==> src/rtl/addsub_pkg.sv <==
// rtl/addsub_pkg.sv - shared op encoding for the add/sub accumulator
package addsub_pkg;

  localparam int OP_W = 2;

  typedef enum logic [OP_W-1:0] {
    ADD = 2'd0,
    SUB = 2'd1,
    ACC = 2'd2,
    CLR = 2'd3
  } op_t;

endpackage

==> src/rtl/addsub_accum_if.sv <==
// rtl/addsub_accum_if.sv - operand/result handshake bundle for addsub_accum
// Ports: in_valid/in_ready/op/a/b/sat_en (request side),
//        out_valid/out_ready/f/ovf (result side), ovf_sticky/ovf_count (status).
interface addsub_accum_if #(
  parameter int WIDTH = 16,
  parameter int CNT_W = 8
);
  import addsub_pkg::*;

  logic             in_valid;
  logic             in_ready;
  logic [OP_W-1:0]  op;
  logic [WIDTH-1:0] a;
  logic [WIDTH-1:0] b;
  logic             sat_en;
  logic             out_valid;
  logic             out_ready;
  logic [WIDTH-1:0] f;
  logic             ovf;
  logic             ovf_sticky;
  logic [CNT_W-1:0] ovf_count;

  modport master (
    output in_valid, op, a, b, sat_en, out_ready,
    input  in_ready, out_valid, f, ovf, ovf_sticky, ovf_count
  );

  modport slave (
    input  in_valid, op, a, b, sat_en, out_ready,
    output in_ready, out_valid, f, ovf, ovf_sticky, ovf_count
  );
endinterface

==> src/rtl/addsub_core.sv <==
// rtl/addsub_core.sv - combinational two's complement add/subtract with saturation
// Ports: x, y operands; sub selects x - y; sat_en clamps on overflow;
//        sum result; ovf signed overflow flag.
module addsub_core #(
  parameter int WIDTH = 16
) (
  input  logic [WIDTH-1:0] x,
  input  logic [WIDTH-1:0] y,
  input  logic             sub,
  input  logic             sat_en,
  output logic [WIDTH-1:0] sum,
  output logic             ovf
);

  localparam logic [WIDTH-1:0] MAX_POS = {1'b0, {(WIDTH-1){1'b1}}};
  localparam logic [WIDTH-1:0] MAX_NEG = {1'b1, {(WIDTH-1){1'b0}}};

  logic [WIDTH-1:0] y_eff;
  logic [WIDTH-1:0] raw;

  // Subtraction is x + ~y + 1; the add overflow rule on the inverted operand
  // is equivalent to the subtract rule on the original one.
  assign y_eff = sub ? ~y : y;
  assign raw   = x + y_eff + {{(WIDTH-1){1'b0}}, sub};
  assign ovf   = (x[WIDTH-1] == y_eff[WIDTH-1]) && (raw[WIDTH-1] != x[WIDTH-1]);

  // On overflow the true result carries the sign of x.
  always_comb begin
    sum = raw;
    if (ovf && sat_en) begin
      sum = x[WIDTH-1] ? MAX_NEG : MAX_POS;
    end
  end

endmodule

==> src/rtl/addsub_accum.sv <==
// rtl/addsub_accum.sv - registered add/sub/accumulate unit with overflow tracking
// Ports: clk, rst (sync, active-high); bus (slave side of addsub_accum_if).
module addsub_accum
  import addsub_pkg::*;
#(
  parameter int WIDTH = 16,
  parameter int CNT_W = 8
) (
  input  logic            clk,
  input  logic            rst,
  addsub_accum_if.slave   bus
);

  logic [WIDTH-1:0] acc_q;
  logic [WIDTH-1:0] f_q;
  logic             ovf_q;
  logic             out_valid_q;
  logic             sticky_q;
  logic [CNT_W-1:0] count_q;

  op_t              op_sel;
  logic             in_xfer;
  logic             is_acc;
  logic             is_clr;
  logic [WIDTH-1:0] core_x;
  logic [WIDTH-1:0] core_y;
  logic [WIDTH-1:0] core_sum;
  logic             core_ovf;
  logic             op_ovf;

  assign op_sel       = op_t'(bus.op);
  assign is_acc       = (op_sel == ACC);
  assign is_clr       = (op_sel == CLR);

  assign bus.in_ready = !rst && (!out_valid_q || bus.out_ready);
  assign in_xfer      = bus.in_valid && bus.in_ready;

  // One adder serves all ops; ACC feeds the accumulator in place of a.
  assign core_x = is_acc ? acc_q : bus.a;
  assign core_y = is_acc ? bus.a : bus.b;

  addsub_core #(.WIDTH(WIDTH)) u_core (
    .x      (core_x),
    .y      (core_y),
    .sub    (op_sel == SUB),
    .sat_en (bus.sat_en),
    .sum    (core_sum),
    .ovf    (core_ovf)
  );

  // The adder still computes something during CLR; that never counts.
  assign op_ovf = core_ovf && !is_clr;

  always_ff @(posedge clk) begin
    if (rst) begin
      acc_q       <= '0;
      f_q         <= '0;
      ovf_q       <= 1'b0;
      out_valid_q <= 1'b0;
      sticky_q    <= 1'b0;
      count_q     <= '0;
    end else if (in_xfer) begin
      out_valid_q <= 1'b1;
      if (is_clr) begin
        acc_q    <= '0;
        f_q      <= '0;
        ovf_q    <= 1'b0;
        sticky_q <= 1'b0;
      end else begin
        f_q   <= core_sum;
        ovf_q <= op_ovf;
        if (is_acc) begin
          acc_q <= core_sum;
        end
        if (op_ovf) begin
          sticky_q <= 1'b1;
          if (count_q != {CNT_W{1'b1}}) begin
            count_q <= count_q + 1'b1;
          end
        end
      end
    end else if (out_valid_q && bus.out_ready) begin
      out_valid_q <= 1'b0;
    end
  end

  assign bus.out_valid  = out_valid_q;
  assign bus.f          = f_q;
  assign bus.ovf        = ovf_q;
  assign bus.ovf_sticky = sticky_q;
  assign bus.ovf_count  = count_q;

endmodule

==> src/flat_wrapper.sv <==
// flat-port wrapper written by rule: the top's interface ports become plain ports
module addsub_accum_flat import addsub_pkg::*;
#(
  parameter int WIDTH = 16,
  parameter int CNT_W = 8
)
  (clk, rst, bus_in_valid, bus_op, bus_a, bus_b, bus_sat_en, bus_out_ready, bus_in_ready, bus_out_valid, bus_f, bus_ovf, bus_ovf_sticky, bus_ovf_count);
  addsub_accum_if #(.WIDTH(WIDTH), .CNT_W(CNT_W)) bus_i ();
  input  logic clk;
  input  logic rst;
  input wire logic [$bits(bus_i.in_valid)-1:0] bus_in_valid;
  input wire logic [$bits(bus_i.op)-1:0] bus_op;
  input wire logic [$bits(bus_i.a)-1:0] bus_a;
  input wire logic [$bits(bus_i.b)-1:0] bus_b;
  input wire logic [$bits(bus_i.sat_en)-1:0] bus_sat_en;
  input wire logic [$bits(bus_i.out_ready)-1:0] bus_out_ready;
  output wire logic [$bits(bus_i.in_ready)-1:0] bus_in_ready;
  output wire logic [$bits(bus_i.out_valid)-1:0] bus_out_valid;
  output wire logic [$bits(bus_i.f)-1:0] bus_f;
  output wire logic [$bits(bus_i.ovf)-1:0] bus_ovf;
  output wire logic [$bits(bus_i.ovf_sticky)-1:0] bus_ovf_sticky;
  output wire logic [$bits(bus_i.ovf_count)-1:0] bus_ovf_count;
  assign bus_i.in_valid = bus_in_valid;
  assign bus_i.op = bus_op;
  assign bus_i.a = bus_a;
  assign bus_i.b = bus_b;
  assign bus_i.sat_en = bus_sat_en;
  assign bus_i.out_ready = bus_out_ready;
  assign bus_in_ready = bus_i.in_ready;
  assign bus_out_valid = bus_i.out_valid;
  assign bus_f = bus_i.f;
  assign bus_ovf = bus_i.ovf;
  assign bus_ovf_sticky = bus_i.ovf_sticky;
  assign bus_ovf_count = bus_i.ovf_count;
  addsub_accum #(.WIDTH(WIDTH), .CNT_W(CNT_W)) u_core (.clk(clk), .rst(rst), .bus(bus_i));
endmodule
==> config.mk <==
export PLATFORM = sky130hd
export DESIGN_NAME = addsub_accum_flat
export DESIGN_NICKNAME = d
export VERILOG_FILES = /design/src/rtl/addsub_pkg.sv /design/src/rtl/addsub_accum_if.sv /design/src/rtl/addsub_core.sv /design/src/rtl/addsub_accum.sv /design/src/flat_wrapper.sv
export SDC_FILE = /design/constraint.sdc
export NUM_CORES = 1
export LEC_CHECK = 0
export CAP_MARGIN = 20
export CORE_ASPECT_RATIO = 0.9
export CORE_MARGIN = 2
export CORE_UTILIZATION = 52
export DETAILED_ROUTE_END_ITERATION = 8
export GPL_TIMING_DRIVEN = 0
export HOLD_SLACK_MARGIN = 0.15
export PLACE_DENSITY_LB_ADDON = 0.3
export SLEW_MARGIN = 40
export SYNTH_ARGS = -nofsm -noshare
export SYNTH_HDL_FRONTEND = slang
export SYNTH_HIERARCHICAL = 1
export SYNTH_SLANG_ARGS = --single-unit
==> constraint.sdc <==
create_clock -name clk -period 5.5 [get_ports clk]
set_input_delay 1.1 -clock clk [delete_from_list [all_inputs] [get_ports clk]]
set_output_delay 1.1 -clock clk [all_outputs]
set_load 0.02 [all_outputs]
# Yosys cells after proc, flatten, opt, wreduce, memory -nomap -nowiden
# Index checks and enable logic that the tools add are counted.
dict set report classes {
  mux 13
  add_sub_neg 3
  n_eq_ne 6
  n_reduce_logical 16
  n_bitwise 2
}
# operator n
set ops {}
lappend ops {{2-to-1 mux 16 bit} 8}
lappend ops {{adder 16 x 1 -> 16 bit} 1}
lappend ops {{adder 16 bit} 1}
lappend ops {{NOT 16 bit} 1}
lappend ops {{adder 8 x 1 -> 8 bit (second input constant)} 1}
lappend ops {{inequality test 8 bit (second input constant)} 1}
lappend ops {{logical AND 1 bit} 6}
lappend ops {{nonzero test 2 bit} 3}
lappend ops {{2-to-1 mux 1 bit} 5}
lappend ops {{== test 2 bit (second input constant)} 2}
lappend ops {{AND reduction 2 bit} 2}
lappend ops {{AND reduction 4 bit} 1}
lappend ops {{zero test 1 bit} 3}
lappend ops {{== test 2 x 1 -> 1 bit (second input constant)} 1}
lappend ops {{== test 1 bit} 1}
lappend ops {{logical OR 1 bit} 1}
lappend ops {{inequality test 1 bit} 1}
lappend ops {{NOT 1 bit} 1}
dict set report totals {
  out_inout_bits 28
  inputBits 39
  ff_bits 43
}

# Depth between registers and ports, before layout
dict set report logic_depth {
  ltp_word 12
  ltp_mapped 16
}

# Cells and area by module
# Netlist, hierarchy kept.
# module cells_per_inst seq_area_each_um2 n_inst area_per_inst_um2
set by_module_without_submodules {}
lappend by_module_without_submodules {addsub_accum 245 860.8 1 2102.0}
lappend by_module_without_submodules {addsub_core 147 0.0 1 1171.1}

# Least setup slack after synthesis
# No wires, ideal clock.
dict set report synth_timing {
  kind {input-to-reg}
  startpoint {input port bus_op[0]}
  endpoint {register u_core.count_q[7] (netlist: u_core/bus.ovf_count[7])}
  stages 15
  arrival_ns 4.190
  required_ns 5.368
  setup_time_ns 0.132
  setup_slack_ns 1.178
  n_path_buf 3
  path_cell_list {nand2b_1 > clkbuf_1 > buf_2 > mux2_1 > xor2_1 > ha_1 > a21oi_1 > o21ai_1 > a221oi_4 > and4_4 > or2_2 > nand4_2 > buf_2 > o41ai_1 > a21oi_1}
}
dict set report synth_via {
  elab_chain_cells 10
}
# item line_no
set synth_rtl {}
lappend synth_rtl {{from (decl)} flat_wrapper.sv:12} ;# input wire logic [$bits(bus_i.op)-1:0] bus_op;
lappend synth_rtl {{== test 2 bit *} addsub_accum.sv:32} ;# assign is_acc = (op_sel == ACC);
lappend synth_rtl {{2-to-1 mux 16 bit *} addsub_accum.sv:40} ;# assign core_y = is_acc ? bus.a : bus.b;
lappend synth_rtl {{via u_core.core_y[10]} addsub_accum.sv:26} ;# logic [WIDTH-1:0] core_y;
lappend synth_rtl {{NOT 16 bit} addsub_core.sv:23} ;# assign y_eff = sub ? ~y : y;
lappend synth_rtl {{2-to-1 mux 16 bit *} addsub_core.sv:23}
lappend synth_rtl {{adder 16 bit *} addsub_core.sv:24} ;# assign raw = x + y_eff + {{(WIDTH-1){1'b0}}, sub};
lappend synth_rtl {{adder 16 x 1 -> 16 bit *} addsub_core.sv:24}
lappend synth_rtl {{inequality test 1 bit *} addsub_core.sv:25} ;# assign ovf = (x[WIDTH-1] == y_eff[WIDTH-1]) && (raw[WIDTH-1] != x[WIDTH-1]);
lappend synth_rtl {{logical AND 1 bit *} addsub_core.sv:25}
lappend synth_rtl {{via u_core.core_ovf} addsub_accum.sv:28} ;# logic core_ovf;
lappend synth_rtl {{logical AND 1 bit *} addsub_accum.sv:52} ;# assign op_ovf = core_ovf && !is_clr;
lappend synth_rtl {{AND reduction 4 bit (no line) *} --}
lappend synth_rtl {{to (signal assigned)} addsub_accum.sv:78} ;# count_q <= count_q + 1'b1;
lappend synth_rtl {{to (decl)} addsub_accum.sv:19} ;# logic [CNT_W-1:0] count_q;
# Mark *: on every way through the listed nets, which the timed path passes. The rest lies on a longest branch.
# A chain may end at the register's enable or synchronous reset.

# Final worst setup path
dict set report layout_timing {
  startpoint {input port bus_op[0]}
  endpoint {register u_core.count_q[2] (netlist: u_core/bus.ovf_count[2])}
}
# Same word-level chain as after synthesis.

==> out/results.ini <==
[status]
outcome=finished, final reports clean

[logic_synthesis]
ys.flop_type=dfxtp_1
avgSynthCellArea_sq_um=8.35
synth-seq-area-share_pct=26.3
synth_warnings=6
async_flop_share_pct=0
synth-seq-cells=43
synth_edf_count=0
syn_inst=392
synth_fp_nets=447
synth_cell_type_count=61
syn_area_sq_um=3270

[routing]
drtIter0Drc=176
ant_nets=0
drt-total-wl_mm=8.59
vias=3188
avgViaCountPerCell=5.78
wl_per_cell_microns=15.6
route.detailed.drc=0
drt-pass1-iter-count=5

[critical_path]
worst_path_max_delay_cell=clkdlybuf4s50_1
arrival_ns=5.44
cp-start-kind=input pin
critPathKind=input pin to flip-flop
cp.required_ns=5.67
cpPeakStageDelay_ns=0.61
cp-end-kind=flip-flop
cp_max_fo=10
crit_chain=clkdlybuf4s50_1, nand2b_1, clkbuf_4, mux2_2, xor2_1, ha_1, buf_4, and4_1, nor4b_2, o21ai_2, a211oi_2, or2_2, nand4_2, buf_2, o311ai_0, o31ai_1
cp_top_family=buffers and inverters
path_buf_inv=4

[sta]
fmax_mhz=190
slew_viol_final=0
fin_crit_sh_pct=95.7
holdWs_ns=0.453
fin_crit_ns=5.27
worst_pin_slew_ns=0.530
rsz0062_at_grt=no
tns_ns=0
finalSetupViolCount=0
hold_viol=0
slew_headroom_pct=64.7
fin_worst_skew_ns=0.0115

[die]
design.core.area_sq_um=6110
die_w_microns=87.6
io_pins=67
fp.dieH_microns=79.3
start_util_pct=53.5
die_area_sq_um=6950
rows=27

[placed_design]
place_hpwl_mm=6.78
gp_congestion=0.877
io_buffers=66

[global_route]
antenna_found_initial=0
grt_pass1_vias=3051
grt_use_total_pct=25.4
grt-ovfl-total=0
grt_first_pass_wirelength_mm=14.1
grt_max_degree=15

[clock_tree]
root_buffer=clkbuf_8
cts.htree.levels=2
clk_pin_slew_ns=0.08
max-clock-path-buffers=2
clock_latency_ns=0.30
cts_tree=done
cts_resized=0
cts_setup_buffers=0
ctsHoldBuffers=0
cts_num_sinks=43
cts_buffers=5

[final_layout]
final-seq-area_sq_um=861
layout-drive-gt1-share_pct=15.1
layout.nets=519
multi_input_comb_area_sq_um=2270
antenna_cells=0
fillCellCount=507
area_growth_pct=26.9

[worst_hold_path]
hold_path.class=flip-flop to flip-flop

[power_and_ir_drop]
ir_drop_mv=0.204
total_power_mw=1.03
p_leak_nw=1.60
power-per-cell-area_nw_per_um2=249

[job]
maxCapViolations=0

[final timing paths]
check                         from                       to  slack (ns)  cells after the start
hold / removal     u_core/bus.f[2]          u_core/bus.f[2]        0.45                      2
setup reg to reg  u_core/acc_q[12]  u_core/bus.ovf_count[2]        2.21                     12
hold reg to reg    u_core/bus.f[2]          u_core/bus.f[2]        0.45                      2
setup / recovery         bus_op[0]  u_core/bus.ovf_count[2]        0.23                     16
[state kept, by name (all words and copies together), names as in the netlist]
| signal | count |
|---|---|
| u_core/bus.out_valid | 1 |
| u_core/bus.ovf | 1 |
| u_core/bus.f | 16 |
| u_core/acc_q | 16 |
| u_core/bus.ovf_sticky | 1 |
| u_core/bus.ovf_count | 8 |
[logic make-up after synthesis]
family          after synthesis  share of synthesized area [%]
compound gates               96                           19.0
xor+xnor                     28                           7.49
fa+ha+maj                    16                           6.35
buf+inv                      30                           4.28
flops                        43                           26.3
mux                          44                           15.1
simple gates                135                           21.5
[area by class of cell]
cell class / count / area share (%)
clock inverters: 3 / 1.05
repair buffers: 66 / 15.9
well taps: 87 / 2.62
inverters: 5 / 0.452
flip-flops and latches: 43 / 20.7
plain buffers: 24 / 2.92
multi-input cells: 319 / 54.7
clock buffers: 5 / 1.66
[synthesized netlist by cell type (all sizes together), types with 2 or more instances]
library cell / instances / share of area (%)
nor2b: 4 / 0.99
a21o: 2 / 0.46
mux2: 33 / 11
nand2: 46 / 5.3
buf: 18 / 2.9
o22ai: 2 / 0.38
xor2: 20 / 5.4
dfxtp: 43 / 26
xnor2: 8 / 2.1
clkbuf: 7 / 0.84
or4: 4 / 0.92
and3: 3 / 0.57
and2: 2 / 0.38
nor2: 11 / 1.3
mux2i: 11 / 3.7
o211ai: 3 / 0.69
a211oi: 3 / 0.84
and4: 4 / 1.1
a21boi: 2 / 0.46
a31oi: 2 / 0.38
ha: 15 / 5.7
o31ai: 6 / 1.4
inv: 5 / 0.57
a21oi: 51 / 8.0
o41ai: 2 / 0.54
nand2b: 3 / 0.57
o21ai: 11 / 1.9
nand3b: 8 / 1.8
nor3: 5 / 0.92
nand3: 37 / 5.7
nand4: 5 / 1.1
[layer usage]
metal	vias up	wire (microns)	global-route usage, %
li1	1589	-	-
met1	1481	3980	34.9
met2	104	4000	41.7
met3	14	465	3.12
met4	0	141	7.38
met5	-	0	0
[power breakdown]
part | total (mW) | switching [mW] | internal [mW]
registers | 0.342 | 0.0110 | 0.331
clock network | 0.248 | 0.113 | 0.135
logic | 0.443 | 0.245 | 0.198
total | 1.03 | 0.369 | 0.664
[cell usage in the layout, fill, tap and decap left out, types with 6 or more instances in the layout]
cell type        count
a21oi_1             49
buf_2               11
clkdlybuf4s50_1     66
dfxtp_1             43
ha_1                15
mux2_2              31
mux2i_1             10
nand2_1             46
nand3_1             37
nand3b_1             8
nor2_1              11
o21ai_0              8
o31ai_1              6
xnor2_1              8
xor2_1              20
[worst reg2reg max path, cell delays in order, from the launching register on]
cell	delay [ns]
dfxtp_1	0.32
mux2_2	0.26
ha_1	0.28
buf_4	0.15
and4_1	0.26
nor4b_2	0.34
o21ai_2	0.20
a211oi_2	0.26
or2_2	0.19
nand4_2	0.16
buf_2	0.24
o311ai_0	0.38
o31ai_1	0.13
[metrics by stage]
step	setup slack (ns)	util [%]	cells	area, sq um
floorplan	1.18	-	392	3270
global placement	-0.0676	66.1	545	4040
detailed placement	-0.104	66.1	545	4040
CTS	0.201	68.0	553	4160
global route	0.0681	68.0	552	4160
finish	0.235	68.0	552	4160
(Power assumes the default switching activity.)
